**src/rtl/sram_arbiter.sv**
```systemverilog
// sram_arbiter: two-client single-word request arbiter and sequencer feeding the async SRAM controller.
// Build option SRAM_ARB_ROUND_ROBIN_EN: round-robin tie-break; when undefined, client 0 has fixed priority.
module sram_arbiter #(
    parameter int ADDR_W = 17,
    parameter int DATA_W = 16
) (
    input  logic              clk,
    input  logic              rst_n,

    input  logic              c0_req,
    input  logic              c0_we,
    input  logic [ADDR_W-1:0] c0_addr,
    input  logic [DATA_W-1:0] c0_wdata,
    output logic              c0_ack,
    output logic [DATA_W-1:0] c0_rdata,

    input  logic              c1_req,
    input  logic              c1_we,
    input  logic [ADDR_W-1:0] c1_addr,
    input  logic [DATA_W-1:0] c1_wdata,
    output logic              c1_ack,
    output logic [DATA_W-1:0] c1_rdata,

    output logic              mem_read_req,
    output logic              mem_write_req,
    output logic [ADDR_W-1:0] mem_addr,
    output logic [DATA_W-1:0] mem_wdata,
    input  logic [DATA_W-1:0] mem_rdata,
    input  logic              mem_ready
);

    typedef enum logic [1:0] {
        IDLE  = 2'd0,
        ISSUE = 2'd1,
        BUSY  = 2'd2
    } state_t;

    state_t state, state_next;

    logic              elig0, elig1;
    logic              grant;
    logic              win;        // 0 = client 0, 1 = client 1
    logic              done;

    logic              cmd_we;
    logic [ADDR_W-1:0] cmd_addr;
    logic [DATA_W-1:0] cmd_wdata;
    logic              owner;

    // A client whose ack is high this cycle still holds req from the finished
    // access; masking it stops that stale request being served twice.
    assign elig0 = c0_req & ~c0_ack;
    assign elig1 = c1_req & ~c1_ack;
    assign grant = (state == IDLE) & mem_ready & (elig0 | elig1);

    // BUSY starts after the controller has taken the request, so ready is
    // already low there and a high ready can only mean completion.
    assign done  = (state == BUSY) & mem_ready;

`ifdef SRAM_ARB_ROUND_ROBIN_EN
    logic last;

    assign win = (elig0 & elig1) ? ~last : elig1;

    always_ff @(posedge clk or negedge rst_n) begin
        if (!rst_n) begin
            last <= 1'b1;
        end else if (grant) begin
            last <= win;
        end
    end
`else
    assign win = ~elig0;
`endif

    // State register
    // NOTE: every clocked block uses non-blocking assignments so all registers
    // update from pre-edge values regardless of evaluation order.
    always_ff @(posedge clk or negedge rst_n) begin
        if (!rst_n) begin
            state <= IDLE;
        end else begin
            state <= state_next;
        end
    end

    // Next-state logic
    // NOTE: the default assignment at the top of each always_comb keeps every
    // path driven, so no latch is inferred.
    always_comb begin
        state_next = state;
        case (state)
            IDLE:    if (grant) state_next = ISSUE;
            ISSUE:   state_next = BUSY;
            BUSY:    if (mem_ready) state_next = IDLE;
            default: state_next = IDLE;
        endcase
    end

    // Output logic: the request strobe is a single-cycle pulse in ISSUE
    always_comb begin
        mem_read_req  = 1'b0;
        mem_write_req = 1'b0;
        if (state == ISSUE) begin
            mem_read_req  = ~cmd_we;
            mem_write_req = cmd_we;
        end
    end

    assign mem_addr  = cmd_addr;
    assign mem_wdata = cmd_wdata;

    // Command is captured once at grant; client fields are free to move afterwards.
    always_ff @(posedge clk or negedge rst_n) begin
        if (!rst_n) begin
            cmd_we    <= 1'b0;
            cmd_addr  <= '0;
            cmd_wdata <= '0;
            owner     <= 1'b0;
        end else if (grant) begin
            owner     <= win;
            cmd_we    <= win ? c1_we    : c0_we;
            cmd_addr  <= win ? c1_addr  : c0_addr;
            cmd_wdata <= win ? c1_wdata : c0_wdata;
        end
    end

    always_ff @(posedge clk or negedge rst_n) begin
        if (!rst_n) begin
            c0_ack   <= 1'b0;
            c1_ack   <= 1'b0;
            c0_rdata <= '0;
            c1_rdata <= '0;
        end else begin
            c0_ack <= done & ~owner;
            c1_ack <= done & owner;
            if (done && !cmd_we && !owner) c0_rdata <= mem_rdata;
            if (done && !cmd_we &&  owner) c1_rdata <= mem_rdata;
        end
    end

endmodule

```
**config.mk**
```make
export PLATFORM = sky130hd
export DESIGN_NAME = sram_arbiter
export DESIGN_NICKNAME = d
export VERILOG_FILES = /design/src/rtl/sram_arbiter.sv
export SDC_FILE = /design/constraint.sdc
export NUM_CORES = 1
export LEC_CHECK = 0
export ABC_AREA = 1
export CAP_MARGIN = 20
export CORE_MARGIN = 1
export CORE_UTILIZATION = 41
export CTS_BUF_LIST = sky130_fd_sc_hd__clkbuf_16
export DETAILED_ROUTE_END_ITERATION = 8
export MAX_ROUTING_LAYER = met4
export PLACE_DENSITY = 0.81
export SLEW_MARGIN = 30
export SYNTH_ARGS = -nofsm -noshare
export SYNTH_HDL_FRONTEND = slang
export SYNTH_SLANG_ARGS = --single-unit
```
**constraint.sdc**
```tcl
create_clock -name clk -period 1.6 [get_ports clk]
set_input_delay 0.24 -clock clk [delete_from_list [all_inputs] [get_ports clk]]
set_output_delay 0.24 -clock clk [all_outputs]
set_load 0.02 [all_outputs]
```
## Word level (Yosys, flattened, before mapping)

Cells that the tools add are included.

- RAM bits: 0
- Output and inout port bits: 69
- Input bits: 89
- Memories: 0
- Bits in read-only memories: 0
- Register bits after elaboration: 71
- Logic and storage cells: 41
- Latch bits: 0

- Multiplexer cells: 8
- Div/mod/pow operators: 0
- Magnitude comparators: 0
- Equal/unequal tests: 4
- Reduce and logical (&&, ||, !) cells: 7
- $add $sub $neg: 0
- Multiply operators: 0
- Bitwise logic cells: 13
- Shift-type cells: 0

Operators with widths:

| operator | count |
|---|---|
| 17-bit two-way mux | 1 |
| 16-bit two-way mux | 1 |
| 1-bit AND | 7 |
| 2-bit case mux with 3 select lines | 1 |
| 1-bit inverter | 5 |
| 2-bit two-way mux | 2 |
| 2-bit != test (second input constant) | 2 |
| 1-bit logical AND | 3 |
| 1-bit two-way mux | 3 |
| 2-bit by 1-bit == test with 1-bit output (second input constant) | 1 |
| 2-bit == test (second input constant) | 1 |
| 1-bit logical NOT | 2 |
| 2-bit logical NOT | 1 |
| 2-bit AND reduction | 1 |
| 1-bit OR | 1 |

## Depth between registers and ports, before layout

- Depth after elaboration: 6
- Mapped depth: 7
- Depth with buffers taken out: 6

## Worst setup path before layout

No wires, ideal clock.

- Path kind: register to register
- Start: register c0_ack
- End: register cmd_addr[0] (netlist: mem_addr[0])
- Period minus slack after synthesis: 1,339 ps
- Buffers on the path: 1
- Stages on the path, launching flop included: 8
- Library setup time: 117 ps
- Data arrival time: 1,222 ps
- Required time: 1,483 ps
- Path slack: 261 ps
- Path through: dfrtp_1 -> inv_2 -> nand2_2 -> nand2_2 -> nand2_2 -> buf_4 -> nand2_1 -> nand2_1

- Longest elaborated chain between the ends: 4
- Elaborated cells on any way between the ends: 5
- Those cells by class: mux: 1; bitwise: 4

RTL lines:

| what | RTL line | source |
|---|---|---|
| start, declared | 14 | `output logic c0_ack,` |
| start signal, assigned | 135 | `c0_ack <= done & ~owner;` |
| 1-bit inverter * | 52 | `assign elig0 = c0_req & ~c0_ack;` |
| 1-bit AND * | 52 |  |
| 1-bit OR | 54 | `assign grant = (state == IDLE) & mem_ready & (elig0 \| elig1);` |
| 1-bit AND | 54 |  |
| end signal, assigned | 123 | `cmd_addr <= win ? c1_addr : c0_addr;` |
| end, declared | 46 | `logic [ADDR_W-1:0] cmd_addr;` |

Every way passes the cells marked *; elsewhere a longest branch is shown, timed or not.
A chain may end at the register's enable or synchronous reset.

## Worst setup path in the final report

- Start: register cmd_wdata[0] (netlist: mem_wdata[0])
- End: output port mem_wdata[0]

RTL lines:

| what | RTL line | source |
|---|---|---|
| start, declared | 47 | `logic [DATA_W-1:0] cmd_wdata;` |
| start signal, assigned | 124 | `cmd_wdata <= win ? c1_wdata : c0_wdata;` |
| end, declared | 27 | `output logic [DATA_W-1:0] mem_wdata,` |

No word-level cell between the ends.

==> metrics.yaml <==
run_status:
  outcome: "complete, no violations"
timing:
  tightest_slew_ns: 0.420
  fin_tns_setup_ns: 0
  period_needed_ns: 1.57
  rsz0062_at_grt: "false"
  fmax_mhz: 639
  finClkSkew_ns: 0.00520
  finalCritPeriodShare_pct: 97.9
  fin_ws_ns: 0.0341
  finalHoldViolCount: 0
  hold-worst-slack_ns: 0.391
  slew_viol_final: 0
  maxSlewHeadroom_pct: 72.0
  setup_viol: 0
global_routing:
  antenna_found_initial: 0
  grt.total_usage_pct: 24.6
  grt_pass1_wl_um: 15700
  grt_pass1_vias: 3270
  grt_max_degree: 42
  gr-total-overflow: 0
yosys:
  synth_nets: 515
  synth_area_per_cell_um2: 7.73
  synth_cells: 426
  ys_ff_latch: 71
  seq_area_frac_synth_pct: 54.0
  synth_area_mm2: 0.00329
  yosys.cell_types.count: 14
  yosysWarnings: 0
routing:
  wl_per_cell_um: 13.9
  vias: 3467
  drt-total-wl_um: 9660
  drt_pass1_iterations: 4
  ant_nets: 0
  routed_via_density: 4.99
  initialDrtViolationCount: 177
  drcViolationCount: 0
critical_path:
  endpoint_kind: "output port"
  reg2reg_slack_ns: 0.23
  crit_chain: "clkdlybuf4s50_1"
  arrival_ns: 1.33
  r2r_start: "state[0]"
  crit_fanout: 2
  crit_family: "buffers and inverters"
  worst_r2r_path_depth: 6
  required_ns: 1.36
  crit_buf_inv: 1
  cp_slowest_cell: "clkdlybuf4s50_1"
  slowest_delay_ns: 0.65
  start_kind: "register"
  critPathKind: "reg2out"
  r2r-end: "c1_rdata[7]"
clock_network:
  h-tree-depth: 3
  cts_tree: "built"
  clock_latency_ns: 0.33
  cts_inserted_buffers: 9
  cts_sinks: 71
  clk_pin_slew_ns: 0.05
  cts.path.max_buffers: 2
  post_cts_buffers: 0
  cts-root-buf: "clkbuf_16"
job:
  drv_cap: 0
floorplan:
  core_area_mm2: 0.00777
  num_rows: 32
  initial_core_util_pct: 42.4
  die_area_mm2: 0.00839
  die_w_um: 91.6
  fp.dieH_um: 91.6
  ioPinCount: 158
power_and_ir_drop:
  power_density_mw_per_mm2: 1820
  ir_drop_mv: 0.789
  finalPower_w: 0.00967
  p_leak_nw: 2.66
place:
  io_buffers: 157
  gp_congestion: 0.805
  hpwl_um: 6950
  pre_cts_slack_ns: -0.00534
cells_and_area:
  final_cell_mix: "nand2_1 (206), clkdlybuf4s50_1 (154), nand3_1 (102)"
  fillCellCount: 615
  finalNetCount: 677
  area_delta_synth_final_pct: 61.4
  final_layout_size_suffix_gt1_share_pct: 7.42
  diodes: 0
  fin_util_pct: 68.4
  layout_commonest_cell: "nand2_1"
min_path:
  hp-class: "in2async"
Yosys cell counts (all sizes together):
cell    instances  share of area, %
nand4           2              0.38
nand3         102                16
clkbuf          7              0.80
buf            20               3.2
nor2            6              0.68
nand2         209                24
nor3            1              0.49
clkinv          1              0.11
dfrtp          71                54
inv             7              0.80
power breakdown:
group          internal (W)  total [W]  switching, W  leakage (nW)
clock network       0.00103    0.00175      0.000719         0.128
registers           0.00266    0.00316      0.000502         0.897
logic               0.00218    0.00476       0.00258          1.63
how the worst max path moves through the flow:
stage                   end  slack (ns)  cells past startpoint          from
6_report       mem_wdata[0]        0.03                      1  mem_wdata[0]
5_1_grt        mem_wdata[0]        0.01                      1  mem_wdata[0]
4_1_cts        mem_wdata[0]        0.04                      1  mem_wdata[0]
3_5_place_dp   mem_wdata[3]      -0.005                      7        c0_req
3_3_place_gp         cmd_we        0.07                      7        c0_req
2_1_floorplan   mem_addr[0]        0.26                      7        c0_ack
registers in the layout (all words and copies together), names as in the netlist:
| name | cells |
|---|---|
| mem_wdata | 16 |
| state | 2 |
| mem_addr | 17 |
| c0_ack | 1 |
| cmd_we | 1 |
| c1_rdata | 16 |
| c1_ack | 1 |
| owner | 1 |
| c0_rdata | 16 |
stage by stage:
stage          instances  cell area, um^2
3_3_place_gp         678             5050
6_report             695             5310
5_1_grt              695             5310
2_1_floorplan        426             3290
4_1_cts              695             5320
3_5_place_dp         678             5050
logic make-up (layout without fill, tap and decap cells):
logic type | count (synthesis) | in the layout | share of synthesized area (%)
simple gates | 320 | 320 | 41.1
flops | 71 | 71 | 54.0
buf+inv | 35 | 202 | 4.94
per-layer routing:
layer | wire (um) | vias up | part of all wire (%) | track usage (%)
met4 | 320 | 0 | 3.3 | 11.1
met1 | 4130 | 1613 | 43 | 31.7
met2 | 4670 | 140 | 48 | 38.4
met5 | 0 | - | 0 | -
li1 | - | 1686 | - | -
met3 | 542 | 28 | 5.6 | 4.23
area by class of cell:
class                           instances  area, um^2  area share (%)
Inverter                                8        30.0           0.565
Sequential cell                        71        1780            33.4
Timing Repair Buffer                  178        1760            33.1
Clock inverter                          7        41.3           0.777
Clock buffer                            9         225            4.24
Multi-Input combinational cell        320        1360            25.5
Tap cell                              102         128            2.40
timing repair:
action | in CTS | in global routing
hold buffers | 1 | 0
resized for setup | 2 | 4
endpoints found under the setup margin | 2 | 2
endpoints found under the hold margin | 30 | 0
Power figures use the tool's default switching activity.
